File: config.mk
export PLATFORM = sky130hd
export DESIGN_NAME = mult_leak_monitor
export DESIGN_NICKNAME = d
export VERILOG_FILES = /design/src/rtl/mult_leak_monitor.sv
export SDC_FILE = /design/constraint.sdc
export NUM_CORES = 1
export LEC_CHECK = 0
export BUFFER_PORTS_ARGS = -buffer_cell sky130_fd_sc_hd__buf_2
export CORE_UTILIZATION = 44
export CTS_CLUSTER_SIZE = 30
export DETAILED_ROUTE_END_ITERATION = 10
export PLACE_DENSITY = 0.66
export SYNTH_ARGS = -nofsm -noshare
export SYNTH_HDL_FRONTEND = slang
export SYNTH_SLANG_ARGS = --single-unit
File: constraint.sdc
create_clock -name clk -period 4.03 [get_ports clk]
set_input_delay 0 -clock clk [delete_from_list [all_inputs] [get_ports clk]]
set_output_delay 0 -clock clk [all_outputs]
set_load 0.05 [all_outputs]
File: src/rtl/mult_leak_monitor.sv
// Lockstep shift-add multipliers that flag data-dependent completion timing.
// Optional skew counter is built when MULT_LEAK_SKEW_EN is defined.
module mult_leak_monitor #(
    parameter int WIDTH = 4,
    parameter int LANES = 2,
    parameter int CNT_W = 8
) (
    input  logic                       clk,
    input  logic                       rst,
    input  logic                       start,
    input  logic                       early_exit,
    input  logic [LANES*WIDTH-1:0]     multiplier,
    input  logic [LANES*WIDTH-1:0]     multiplicand,
    output logic [LANES*2*WIDTH-1:0]   product,
    output logic [LANES-1:0]           lane_done,
    output logic                       busy,
    output logic                       product_valid,
    output logic                       leak,
    output logic                       leak_done,
    output logic [CNT_W-1:0]           skew
);

    localparam int K_W = (WIDTH > 2) ? $clog2(WIDTH) : 1;
    localparam logic [K_W-1:0] K_LAST = K_W'(WIDTH - 1);

    typedef enum logic [1:0] {
        IDLE,
        RUN,
        DONE
    } state_t;

    state_t state;
    state_t state_nx;

    logic                 mode;
    logic [K_W-1:0]       iter;
    logic [WIDTH-1:0]     mp  [LANES];
    logic [2*WIDTH-1:0]   mc  [LANES];
    logic [2*WIDTH-1:0]   acc [LANES];
    logic [LANES-1:0]     done_q;
    logic [LANES-1:0]     done_nx;
    logic [LANES-1:0]     fin;
    logic                 leak_q;
    logic                 accept;

    assign accept = (state == IDLE) && start;

    // A lane finishes on its last fixed iteration, or early once no set bits remain.
    always_comb begin
        fin     = '0;
        done_nx = done_q;
        for (int i = 0; i < LANES; i++) begin
            fin[i] = (iter == K_LAST) ||
                     (mode && (mp[i][WIDTH-1:1] == '0));
            done_nx[i] = done_q[i] | ((state == RUN) & fin[i]);
        end
    end

    // Next-state logic: DONE lasts exactly one cycle.
    always_comb begin
        state_nx = state;
        unique case (state)
            IDLE:    if (start) state_nx = RUN;
            RUN:     if (&done_q) state_nx = DONE;
            DONE:    state_nx = IDLE;
            default: state_nx = IDLE;
        endcase
    end

    // State register.
    always_ff @(posedge clk) begin
        if (rst) state <= IDLE;
        else     state <= state_nx;
    end

    // Operand latch, per-lane shift-add iterations, completion and leak tracking.
    always_ff @(posedge clk) begin
        if (rst) begin
            mode   <= 1'b0;
            iter   <= '0;
            done_q <= '0;
            leak_q <= 1'b0;
            for (int i = 0; i < LANES; i++) begin
                mp[i]  <= '0;
                mc[i]  <= '0;
                acc[i] <= '0;
            end
        end else if (accept) begin
            mode   <= early_exit;
            iter   <= '0;
            done_q <= '0;
            leak_q <= 1'b0;
            for (int i = 0; i < LANES; i++) begin
                mp[i]  <= multiplier[i*WIDTH +: WIDTH];
                mc[i]  <= {{WIDTH{1'b0}}, multiplicand[i*WIDTH +: WIDTH]};
                acc[i] <= '0;
            end
        end else if (state == RUN) begin
            iter   <= iter + 1'b1;
            done_q <= done_nx;
            if ((|(done_nx & ~done_q)) && !(&done_nx)) leak_q <= 1'b1;
            for (int i = 0; i < LANES; i++) begin
                if (!done_q[i]) begin
                    if (mp[i][0]) acc[i] <= acc[i] + mc[i];
                    mp[i] <= mp[i] >> 1;
                    mc[i] <= mc[i] << 1;
                end
            end
        end
    end

`ifdef MULT_LEAK_SKEW_EN
    logic [CNT_W-1:0] skew_q;

    // Count cycles spent with some but not all lanes finished.
    always_ff @(posedge clk) begin
        if (rst || accept) begin
            skew_q <= '0;
        end else if ((state == RUN) && (|done_q) && !(&done_q) &&
                     (skew_q != {CNT_W{1'b1}})) begin
            skew_q <= skew_q + 1'b1;
        end
    end

    assign skew = skew_q;
`else
    assign skew = '0;
`endif

    // Pack lane accumulators onto the product bus.
    always_comb begin
        product = '0;
        for (int i = 0; i < LANES; i++) begin
            product[i*2*WIDTH +: 2*WIDTH] = acc[i];
        end
    end

    assign lane_done     = done_q;
    assign busy          = (state != IDLE);
    assign product_valid = (state == DONE);
    assign leak          = leak_q;
    assign leak_done     = |done_q;

endmodule

== After elaboration in Yosys (flattened, before gate mapping) ==
Memory sizes are Yosys's and may differ from the RTL's.
Cells that the tools add are included.
Operators by class
  $add $sub $neg: 3
  eq/ne operators: 5
  mux-type cells: 42
  bitwise operators: 18
  reduce and logical (&&, ||, !) cells: 18
Operator list (number)
  8-bit two-way mux: 8
  1-bit two-way mux: 27
  8-bit adder: 2
  4-bit two-way mux: 4
  1-bit bitwise OR: 14
  2-bit AND reduction: 4
  3-bit zero test: 2
  2-bit OR reduction: 3
  2-bit equality test (second input constant): 2
  1-bit logical AND: 4
  2-bit two-way mux: 2
  2-bit one-hot mux with 2 select lines: 1
  2-bit by 1-bit adder with 2-bit output (second input constant): 1
  1-bit bitwise AND: 2
  2-bit bitwise AND: 1
  2-bit by 1-bit equality test with 1-bit output (second input constant): 1
  2-bit zero test: 1
  1-bit logical OR: 2
  2-bit by 1-bit != test with 1-bit output (second input constant): 1
  2-bit != test (second input constant): 1
  2-bit inverter: 1
  2-bit nonzero test: 1
  1-bit zero test: 1
Storage, ports and cells
  register bits: 8
  RAM bits: 40
  input bits: 20
  output and inout bits: 30
  word-level logic and storage cells: 94
  memories: 3
Memories
  acc: depth 2, width 8, rd ports 2, clocked after memory_dff 0, wr ports 2, RTL line 39  | logic [2*WIDTH-1:0] acc [LANES];
  mc: depth 2, width 8, rd ports 2, clocked after memory_dff 0, wr ports 2, RTL line 38  | logic [2*WIDTH-1:0] mc [LANES];
  mp: depth 2, width 4, rd ports 2, clocked after memory_dff 0, wr ports 2, RTL line 37  | logic [WIDTH-1:0] mp [LANES];

== Longest topological paths before layout ==
An unclocked memory read counts as a cell.
  word-level depth: 10
  depth in mapped cells: 6
  depth with buffers taken out: 6

== Worst setup path after synthesis ==
No wires, ideal clock.
  kind: register -> register
  start: memory acc[0][0] (netlist name)
  end: memory acc[0][6] (netlist name) (data pin)
  setup time: 257 ps
  arrival: 1926 ps
  required time: 3773 ps
  path slack: 1847 ps
  cell stages (with the launch flop): 7
  buffers on the path: 0
  period minus slack after synthesis: 2183 ps
  path through: edfxtp_1 > ha_1 > fa_1 > a211oi_1 > o21ai_0 > a21oi_1 > nor3b_1
RTL lines (RTL line)
  start: declaration: 39

==> out/results.tsv <==
metric	value	unit
vdd_ir_drop_max	297	uV
initialDrtViolationCount	86	
multi_input_area	1090	um^2
cts_sinks	48	
routabilityCongestion	0.794	
path_clk_slew	80	ps
worstPathArrival	2130	ps
synth_compound_area_frac	0.155	
die_h	77.7	um
yosys-top-cells-count	40 x edfxtp_1, 16 x and2_1, 16 x nor2_1	
fp.coreArea	5510	um^2
synth_top_area_cell	edfxtp_1	
synthArstFlopShare	0	
num_vias	1790	
pre_cts_ws	1770	ps
grt_pass1_wl	8.36	mm
avgSynthCellArea	11.8	um^2
pwr-share-comb	0.246	
nets	311	
cts_buffer_depth	2	
ff_latch_area	1360	um^2
die_w	77.7	um
yosysMostFrequentCell	edfxtp_1	
synthXorXnorAreaFrac	0.0208	
hold_viol	0	
cts_buffers	5	
start_kind	register	
stdcell_area	3020	um^2
placed_area	2780	um^2
clkLatencyLatePin	300	ps
setup_tns	0	ps
first_global_vias	1809	
ant_nets	0	
via_per_inst	5.16	
cp_max_fo	8	
synthSimpleGateAreaFrac	0.142	
cp-end-kind	register	
drc	0	
hold_path.class	in -> reg	
max_stage_delay	1010	ps
drtPass1Iterations	4	
ys_types	37	
max_freq	0.453	GHz
cts_tree	done	
wire_per_inst	14.3	um
fin_ws	1820	ps
run_status	finished, final reports clean	
worstSetupPathType	reg -> reg	
yosysSeqAreaShare	0.540	
timing.final.crit_share	0.548	
p_per_area	394	nW/um^2
start_util	0.458	
antenna_cells	0	
ys_seq_elements	48	
critPathSlowestCell	o21ai_0	
slew_viol_final	0	
ioPinCount	50	
crit_family	compound AO/OA/AOI/OAI gates	
yosys-top-cells-area	edfxtp_1 48%, ha_1 7.4%, dfxtp_1 6.3%, a22o_1 4.5%, and2_1 4.0%	
port_buffers	41	
synth.top_cell.area_share	0.476	
synthCells	213	
cp.required	3950	ps
path_cells	or3b_1 > o21ai_0	
ys.flop_type	edfxtp_1	
post-route-min-period	2210	ps
hold-worst-slack	4.49	ps
intPower	0.000815	W
setup_viol	0	
p_seq_frac	0.522	
synth_top_family_by_area	compound AO/OA/AOI/OAI gates	
cts-root-buf	clkbuf_8	
slew_headroom	0.160	
switching_share	0.316	
skew	5.04	ps
synthMuxAreaShare	0.0119	
synth_fa_ha_area_frac	0.0903	
p_switching	0.000376	W
tightestPinTransition	1250	ps
grt_usage	0.182	
num_rows	27	
ctsHtreeMaxLevel	2	
grt_max_degree	19	
die_area	6040	um^2
syn-cell-area	2520	um^2
antenna_found_initial	0	
ys_warn_count	0	
dp_hpwl	3.45	mm
syn_to_final_growth	19.8	%
final_layout_size_suffix_gt1_frac	0.204	
maxCapViolCount	0	
clkPwrFrac	0.232	
grt_overflow	0	
finalWirelength	4.95	mm
nFillCells	489	
synth_edf_count	40	
p_total	0.00119	W
p_leak	1.33	nW
crit_buf_inv	0	
rsz0062_at_grt	no	
==> flip-flops by register name, summed over array words and instances (netlist names) <==
| register | count |
|---|---|
| state | 2 |
| iter | 2 |
| mp | 8 |
| lane_done | 2 |
| acc | 16 |
| mc | 16 |
| leak | 1 |
| mode | 1 |
==> worst register-to-register path: cells and delay by family, from the launching register on <==
kind,cells,cell delay [ps]
AND/OR/NAND/NOR,1,460
flip-flops,1,360
AO/OA/AOI/OAI,1,1010
==> what timing repair did <==
action / 4_1_cts / 5_1_grt
hold endpoints to repair: 16 / 0
hold buffers: 16 / 0
buffers inserted: 0 / 0
gates resized for setup: 0 / 0
==> routing by layer <==
| metal | GRT usage | part of all wire | up-vias |
|---|---|---|---|
| met3 | 0.0306 | 0.034 | 8 |
| met2 | 0.305 | 0.47 | 40 |
| met1 | 0.231 | 0.48 | 833 |
| met5 | 0 | 0 | - |
| li1 | - | - | 909 |
| met4 | 0.0811 | 0.016 | 0 |
==> power groups by stage <==
stage | clock network, W | registers, W | logic, W
floorplan | 0 | 0.000682 | 0.000169
global placement | 0 | 0.000631 | 0.000277
detailed placement | 0 | 0.000633 | 0.000279
CTS | 0.000285 | 0.000622 | 0.000292
global route | 0.000304 | 0.000627 | 0.000323
finish | 0.000276 | 0.000622 | 0.000292
==> per-stage QoR <==
step                 util  instances
floorplan               -        220
global placement    0.505        323
detailed placement  0.505        323
CTS                 0.549        347
global route        0.549        347
finish              0.549        347
==> final cells by class <==
type,instances,share of cell area
Timing Repair Buffer,60,0.128
Sequential cell,48,0.450
Inverter,3,0.00373
Clock inverter,2,0.00373
Multi-Input combinational cell,156,0.360
Clock buffer,6,0.0240
Tap cell,72,0.0298
==> cell usage in the layout (no fill, tap or decap), drive strengths merged, types with 3 or more instances in the layout <==
master	instances
ha	15
a22o	13
dlygate4sd3	16
or2	6
inv	3
edfxtp	40
xnor2	3
buf	44
mux2i	3
conb	8
a21oi	9
o21ai	10
dfxtp	8
nor3	3
and2	16
a211oi	8
clkbuf	6
nor2	16
xor2	3
nand2b	3
a21o	5
a31oi	3
nand2	9
==> cell families (layout without fill, tap and decap cells) <==
kind of cell	Yosys count	after routing
other	1	8
adders and majority gates	17	17
xor gates and xnor gates	6	6
buffers and inverters	16	71
and+or+nand+nor	66	66
muxes	3	3
DFF	48	48
AOI/OAI and AO/OA	56	56
==> final timing paths <==
path	cells past startpoint	from	endpoint	slack [ps]
hold / removal	2	multiplicand[5]	mc[0][9]$_DFFE_PP_	4
hold reg to reg	2	leak$_SDFFE_PP0P_	leak$_SDFFE_PP0P_	470
setup / recovery	2	state[0]$_SDFFE_PP0P_	acc[0][2]$_SDFFCE_PN0P_	1820
setup reg to reg	2	state[0]$_SDFFE_PP0P_	acc[0][2]$_SDFFCE_PN0P_	1820
No activity file was read; power rests on OpenSTA's default activity.
